**config.mk**
```make
export PLATFORM = sky130hd
export DESIGN_NAME = program_loader
export DESIGN_NICKNAME = d
export VERILOG_FILES = /design/src/rtl/program_loader.sv
export SDC_FILE = /design/constraint.sdc
export NUM_CORES = 1
export LEC_CHECK = 0
export CAP_MARGIN = 0
export CORE_MARGIN = 8
export CORE_UTILIZATION = 50
export DETAILED_ROUTE_END_ITERATION = 16
export PLACE_DENSITY = 0.81
export RECOVER_POWER = 50
export REMOVE_ABC_BUFFERS = 1
export SYNTH_ARGS = -nofsm -noshare
export SYNTH_HDL_FRONTEND = slang
export SYNTH_SLANG_ARGS = --single-unit
export TNS_END_PERCENT = 100
```
**constraint.sdc**
```tcl
create_clock -name clk -period 3.7 [get_ports clk]
set_input_delay 0.74 -clock clk [delete_from_list [all_inputs] [get_ports clk]]
set_output_delay 0.74 -clock clk [all_outputs]
set_load 0.05 [all_outputs]
```
**src/rtl/program_loader.sv**
```systemverilog
// program_loader
//   Boot loader sequencer for the writable program memory. A byte stream
//   (UART receiver or debug port) supplies a 16-bit big-endian word count N
//   followed by N 32-bit words, MSB first. Each word is written to program
//   memory in a single-cycle WRITE state. The CPU is held until the load
//   completes. The memory address is driven by the loader while the CPU is
//   held, and by the CPU fetch PC otherwise.
//
// Ports
//   clk         system clock, rising edge
//   reset       synchronous active-high reset
//   start       one-cycle pulse that begins a load (honoured in IDLE/DONE/ERROR)
//   byte_valid  byte_data is valid this cycle
//   byte_data   incoming stream byte
//   byte_ready  loader accepts a byte this cycle (HDR0, HDR1, DATA)
//   pc_address  CPU fetch byte address
//   mem_addr    program memory word address
//   mem_we      program memory write strobe (WRITE only)
//   mem_wdata   word to write; holds its last value outside WRITE
//   cpu_hold    stall request to the CPU (low only in DONE)
//   load_done   last load completed
//   load_error  last load rejected (word count out of range)
//
// state | meaning
// ------+-------------------------------------------------------------
// IDLE  | after reset, waiting for start, CPU held
// HDR0  | waiting for word count high byte
// HDR1  | waiting for word count low byte, then range check
// DATA  | collecting the 4 bytes of the current word
// WRITE | one-cycle write of the assembled word at word_idx
// DONE  | load finished, CPU released, PC drives the memory address
// ERROR | header rejected, CPU stays held

module program_loader #(
    parameter int MEMORY_DEPTH = 32,
    parameter int DATA_WIDTH   = 32,
    parameter int ADDR_WIDTH   = 5
) (
    input  logic                  clk,
    input  logic                  reset,
    input  logic                  start,
    input  logic                  byte_valid,
    input  logic [7:0]            byte_data,
    output logic                  byte_ready,
    input  logic [DATA_WIDTH-1:0] pc_address,
    output logic [ADDR_WIDTH-1:0] mem_addr,
    output logic                  mem_we,
    output logic [DATA_WIDTH-1:0] mem_wdata,
    output logic                  cpu_hold,
    output logic                  load_done,
    output logic                  load_error
);

    typedef enum logic [2:0] {
        IDLE,
        HDR0,
        HDR1,
        DATA,
        WRITE,
        DONE,
        ERROR
    } state_t;

    state_t                  state;
    logic [ADDR_WIDTH-1:0]   word_idx;
    logic [1:0]              byte_cnt;
    logic [15:0]             count;
    logic [DATA_WIDTH-9:0]   shift;

    logic                    accept;
    logic [15:0]             hdr_count;
    logic [15:0]             word_next;

    // Only the word-address bits of the PC select a memory word.
    logic unused_pc_bits;
    assign unused_pc_bits = ^{pc_address[DATA_WIDTH-1:ADDR_WIDTH+2], pc_address[1:0]};

    assign byte_ready = (state == HDR0) || (state == HDR1) || (state == DATA);
    assign mem_we     = (state == WRITE);
    assign cpu_hold   = (state != DONE);
    assign load_done  = (state == DONE);
    assign load_error = (state == ERROR);

    assign mem_addr   = cpu_hold ? word_idx : pc_address[ADDR_WIDTH+1:2];

    assign accept     = byte_valid && byte_ready;
    // Full count as it will be once the low header byte lands.
    assign hdr_count  = {count[15:8], byte_data};
    // Number of words written once the current WRITE completes.
    assign word_next  = 16'(word_idx) + 16'd1;

    always_ff @(posedge clk) begin
        if (reset) begin
            state     <= IDLE;
            word_idx  <= '0;
            byte_cnt  <= '0;
            count     <= '0;
            shift     <= '0;
            mem_wdata <= '0;
        end else begin
            case (state)
                IDLE, DONE, ERROR: begin
                    if (start) begin
                        state    <= HDR0;
                        word_idx <= '0;
                        byte_cnt <= '0;
                        count    <= '0;
                    end
                end
                HDR0: begin
                    if (accept) begin
                        count[15:8] <= byte_data;
                        state       <= HDR1;
                    end
                end
                HDR1: begin
                    if (accept) begin
                        count[7:0] <= byte_data;
                        if (hdr_count == 16'd0)
                            state <= DONE;
                        else if (hdr_count > 16'(MEMORY_DEPTH))
                            state <= ERROR;
                        else
                            state <= DATA;
                    end
                end
                DATA: begin
                    if (accept) begin
                        shift <= {shift[DATA_WIDTH-17:0], byte_data};
                        if (byte_cnt == 2'd3) begin
                            byte_cnt  <= 2'd0;
                            mem_wdata <= {shift, byte_data};
                            state     <= WRITE;
                        end else begin
                            byte_cnt <= byte_cnt + 2'd1;
                        end
                    end
                end
                WRITE: begin
                    if (word_next == count) begin
                        state <= DONE;
                    end else begin
                        word_idx <= word_idx + 1'b1;
                        state    <= DATA;
                    end
                end
                default: state <= IDLE;
            endcase
        end
    end

endmodule

```
* Word level (Yosys, flattened, before mapping)
Index checks and enable logic that the tools add are counted.
** Operators by class
- Add/sub/neg operators :: 3
- Order comparisons :: 1
- Reductions and logical operators :: 17
- Mux-type cells :: 21
- Equal/unequal tests :: 15
** Operators by type and width (number)
- 8-bit case mux with 2 select lines :: 2
- 3-bit 2-to-1 mux :: 8
- 6-bit by 16-bit == test with 1-bit output :: 1
- 16-bit by 6-bit greater-than comparator with 1-bit output (second input constant) :: 1
- 16-bit logical NOT :: 1
- 16-bit 2-to-1 mux :: 1
- 5-bit 2-to-1 mux :: 3
- 3-bit case mux with 5 select lines :: 1
- 3-bit AND reduction :: 5
- 2-bit != test (second input constant) :: 5
- 5-bit case mux with 2 select lines :: 1
- 3-bit == test (second input constant) :: 3
- 8-bit 2-to-1 mux :: 1
- 2-bit nonzero test :: 4
- 5-bit by 1-bit adder with 6-bit output (second input constant) :: 1
- 3-bit by 2-bit == test with 1-bit output (second input constant) :: 2
- 2-bit 2-to-1 mux :: 3
- 5-bit by 1-bit adder with 5-bit output (second input constant) :: 1
- 5-bit AND reduction :: 1
- 2-bit case mux with 2 select lines :: 1
- 3-bit by 1-bit == test with 1-bit output (second input constant) :: 1
- 3-bit logical NOT :: 1
- 3-bit != test (second input constant) :: 1
- 3-bit OR reduction :: 1
- other kinds (6) :: 7
** Word-level totals
- Logic and storage cells :: 64
- Input bits :: 44
- Register bits after elaboration :: 82
- Output and inout bits :: 42

* Depth between registers and ports, before layout
- Depth after elaboration :: 6
- Depth in mapped cells :: 8
- Gate-level depth less buffers :: 7

* Least setup slack after synthesis
Ideal clock, no wire load.
- Path type :: reg-to-output
- From :: register state[1]
- To :: output port load_error
- Buffers on the path :: 2
- Data arrival time :: 1.497 ns
- Required time :: 2.960 ns
- Stages on the path, launching flop included :: 5
- Setup slack :: 1.463 ns
- Path through :: dfxtp_1 -> buf_2 -> nand2b_1 -> clkbuf_1 -> nor2_1
** On the way
- Longest elaborated chain between the ends :: 1
** Ends and longest elaborated chain
- start: declaration :: RTL line 64 : state_t state;
- start signal: assignment :: RTL line 94 : state <= IDLE;
- start signal: assignment :: RTL line 104 : state <= HDR0;
- start signal: assignment :: RTL line 113 : state <= HDR1;
- 3-bit == test :: RTL line 82 : assign load_error = (state == ERROR);
- end: declaration :: RTL line 51 : output logic load_error
No other way between the ends.

* Worst setup path in the final report
- From :: register state[2]
- To :: output port mem_addr[3]
** On the way
- Longest elaborated chain between the ends :: 2
** Ends and longest elaborated chain
- 3-bit != test :: RTL line 80 : assign cpu_hold = (state != DONE);
- 5-bit 2-to-1 mux :: RTL line 84 : assign mem_addr = cpu_hold ? word_idx : pc_address[ADDR_WIDTH+1:2];
- end: declaration :: RTL line 46 : output logic [ADDR_WIDTH-1:0] mem_addr,
No other way between the ends.

==> results.sh <==
export IMPL_r2r_slack_ns=1.39
export IMPL_ios=86
export IMPL_drt_pre_antenna_iters=5
export IMPL_clock_latency_ns=0.35
export IMPL_nNetsFinal=528
export IMPL_total_power_mw=2.10
export IMPL_antenna_found_initial=0
export IMPL_synth_compound_area_share_pct=22.6
export IMPL_fin_skew_ns=0.00818
export IMPL_ys_seq_elements=82
export IMPL_hold_buffers=0
export IMPL_dp_cells=567
export IMPL_slew_headroom_pct=9.05
export IMPL_hold_path_class="flop to flop"
export IMPL_finalCriticalPeriod_ns=3.24
export IMPL_layout_drive_gt1_share_pct=8.01
export IMPL_tns_ns=0
export IMPL_post_route_drc_count=0
export IMPL_root_buffer="clkbuf_8"
export IMPL_grt_usage_pct=17.1
export IMPL_fp_dieArea_um2=10000
export IMPL_rows=30
export IMPL_synth_seq_area_share_pct=46.3
export IMPL_tritoncts="built"
export IMPL_maxSlewViolCount=0
export IMPL_fp_dieW_um=100
export IMPL_synth_top_cell_area_share_pct=46.3
export IMPL_synth_area_leaders="dfxtp_1 (46%), nand2_1 (13%), a21oi_1 (11%), o221ai_1 (4.0%), clkbuf_1 (2.8%)"
export IMPL_synth_top_family_by_area="compound AO/OA/AOI/OAI gates"
export IMPL_yosys_area_top_type="dfxtp_1"
export IMPL_max_freq_mhz=309
export IMPL_irDropWorstVdd_v=0.000317
export IMPL_worst_hold_slack_ns=0.452
export IMPL_clkTransAtPathRegs_ns=0.08
export IMPL_worstPathArrival_ns=2.50
export IMPL_min_to="mem_wdata[13]$_SDFFE_PP0P_"
export IMPL_cts_setup_buffers=0
export IMPL_vias_per_cell=5.57
export IMPL_worst_slew_pin_slew_ns=1.36
export IMPL_grt_start_max_net_pins=33
export IMPL_yosys_area_share_simple_pct=22.0
export IMPL_status="finished, final reports clean"
export IMPL_gp_congestion=0.835
export IMPL_critPathRequiredTime_ns=2.96
export IMPL_cts_sinks=82
export IMPL_cts_buffers=9
export IMPL_setup_viol_count_final=0
export IMPL_ys_warnings_count=0
export IMPL_die_h_um=100
export IMPL_power_density_nw_per_um2=485
export IMPL_synth_cell_types=52
export IMPL_leakagePower_nw=1.55
export IMPL_r2r_start="state[0]$_SDFFE_PP0P_"
export IMPL_synth_xor_area_share_pct=1.73
export IMPL_synthMuxAreaShare_pct=2.44
export IMPL_cts_resized_gates=0
export IMPL_finalHoldViolCount=0
export IMPL_rsz0062_at_grt="false"
export IMPL_htree_levels=3
export IMPL_drt_iter0_markers=186
export IMPL_syn_avg_cell_area_um2=8.11
export IMPL_rr_worst_depth=6
export IMPL_synth_cell_area_um2=3540
export IMPL_syn_inst=437
export IMPL_core_area_um2=6830
export IMPL_hp_start="mem_wdata[13]$_SDFFE_PP0P_"
export IMPL_yosys_area_share_adder_pct=0.706
export IMPL_r2r_end="mem_wdata[10]$_SDFFE_PP0P_"
export IMPL_synth_async_sr_flop_share_pct=0
export IMPL_wirelength_mm=8.46
export IMPL_synth_edf_count=0
export IMPL_numPortBuffers=58
export IMPL_grt_pass1_wl_mm=14.1
export IMPL_synth_ff_type="dfxtp_1"
export IMPL_antenna_left=0
export IMPL_cp_start_kind="flop"
export IMPL_stdcell_count=583
export IMPL_dp_hpwl_mm=5.82
export IMPL_cp_end_kind="primary output"
export IMPL_timing_final_crit_share_pct=87.5
export IMPL_vias=3250
export IMPL_grt_pass1_vias=3062
export IMPL_cts_buffer_depth=2
export IMPL_max_cap_viol_count=0
export IMPL_final_core_util_pct=63.4
export IMPL_hold_depth=2
export IMPL_critPathKind="flop to primary output"
export IMPL_diodes=0
export IMPL_grt_ovfl_total=0
export IMPL_start_util_pct=51.9
export IMPL_cp_max_fo=13
export IMPL_syn_to_final_growth_pct=22.2
export IMPL_wl_per_cell_um=14.5
per-layer routing:
layer  vias to the layer above  global-route usage [%]  share of wire (%)
met4                         0                    6.98                1.5
met5                         -                       0                  0
met2                        84                    27.7                 48
met3                        11                    6.09                6.9
met1                      1543                    20.1                 43
li1                       1612                       -                  -
cells by family after synthesis:
family	after synthesis
buffers and inverters	37
flip-flops	82
AO/OA/AOI/OAI	123
XOR/XNOR	7
adder cells (fa/ha/maj)	2
AND/OR/NAND/NOR	178
multiplexers	8
per-stage QoR:
stage / instance area (µm²) / worst slack, ns
after global placement: 4170 / 0.796
after floorplan: 3420 / 0.913
final: 4330 / 0.463
after CTS: 4350 / 0.456
after global routing: 4330 / 0.319
after detailed placement: 4170 / 0.784
layout by cell type, fill, tap and decap left out, types with 3 or more instances in the layout:
master / n
dfxtp_1: 82
a21o_1: 3
a21oi_1: 76
clkdlybuf4s50_1: 24
o21ai_0: 3
nor3_1: 4
inv_1: 5
o221ai_1: 16
buf_4: 7
clkbuf_8: 9
a211o_1: 3
mux2i_1: 3
dlygate4sd3_1: 33
xnor2_1: 4
nand2_1: 123
nand2b_1: 6
nor2_1: 12
xor2_1: 3
nand3_1: 19
mux2_2: 5
clkinvlp_4: 3
flip-flops by register name (all words and copies together), names as in the netlist:
name / count
state: 3
byte_cnt: 2
word_idx: 5
count: 16
mem_wdata: 32
shift: 24
cell type report:
type,instances,area (µm²)
fill,612,2500
tap,96,120
inverter,5,18.8
clock buffer,10,128
sequential,82,1640
multi-input combinational,318,1740
clock inverter,6,51.3
timing repair buffer,66,632
critical path: stages (launching register included):
cell	delay, ns
dfxtp_1	0.59
nor2b_1	0.24
nand2_1	0.23
mux2_2	0.29
clkdlybuf4s50_1	0.80
power breakdown:
part | internal (mW) | switching [mW] | leakage [nW]
logic | 0.189 | 0.368 | 0.811
clock network | 0.252 | 0.337 | 0.0810
registers | 0.917 | 0.0355 | 0.661
total | 1.36 | 0.740 | 1.55
synth_stat cells (2+ instances only):
cell type and count:
a21o_1 3, o21ai_1 2, o21ai_0 3, nor2_1 13, xnor2_1 4, nand2_1 123, inv_1 5, dfxtp_1 82
a21oi_1 76, ha_1 2, nand2b_1 6, a211o_1 3, nand3_1 19, xor2_1 3, nor3_1 4, buf_2 5
clkbuf_1 26, or4_4 2, o221ai_1 16, mux2i_1 3, o22ai_1 2, mux2_2 5
how the worst max path moves through the flow:
| stage | start | to | slack (ns) | cells after the start |
|---|---|---|---|---|
| 5_1_grt | state[2]$_SDFFE_PP0P_ | mem_addr[2] | 0.32 | 4 |
| 3_3_place_gp | byte_valid | mem_wdata[10]$_SDFFE_PP0P_ | 0.80 | 6 |
| 2_1_floorplan | state[0]$_SDFFE_PP0P_ | mem_wdata[0]$_SDFFE_PP0P_ | 0.91 | 5 |
| 4_1_cts | state[2]$_SDFFE_PP0P_ | mem_addr[2] | 0.46 | 4 |
| 6_report | state[2]$_SDFFE_PP0P_ | mem_addr[3] | 0.46 | 4 |
| 3_5_place_dp | byte_valid | mem_wdata[22]$_SDFFE_PP0P_ | 0.78 | 6 |
(Power assumes the default switching activity.)
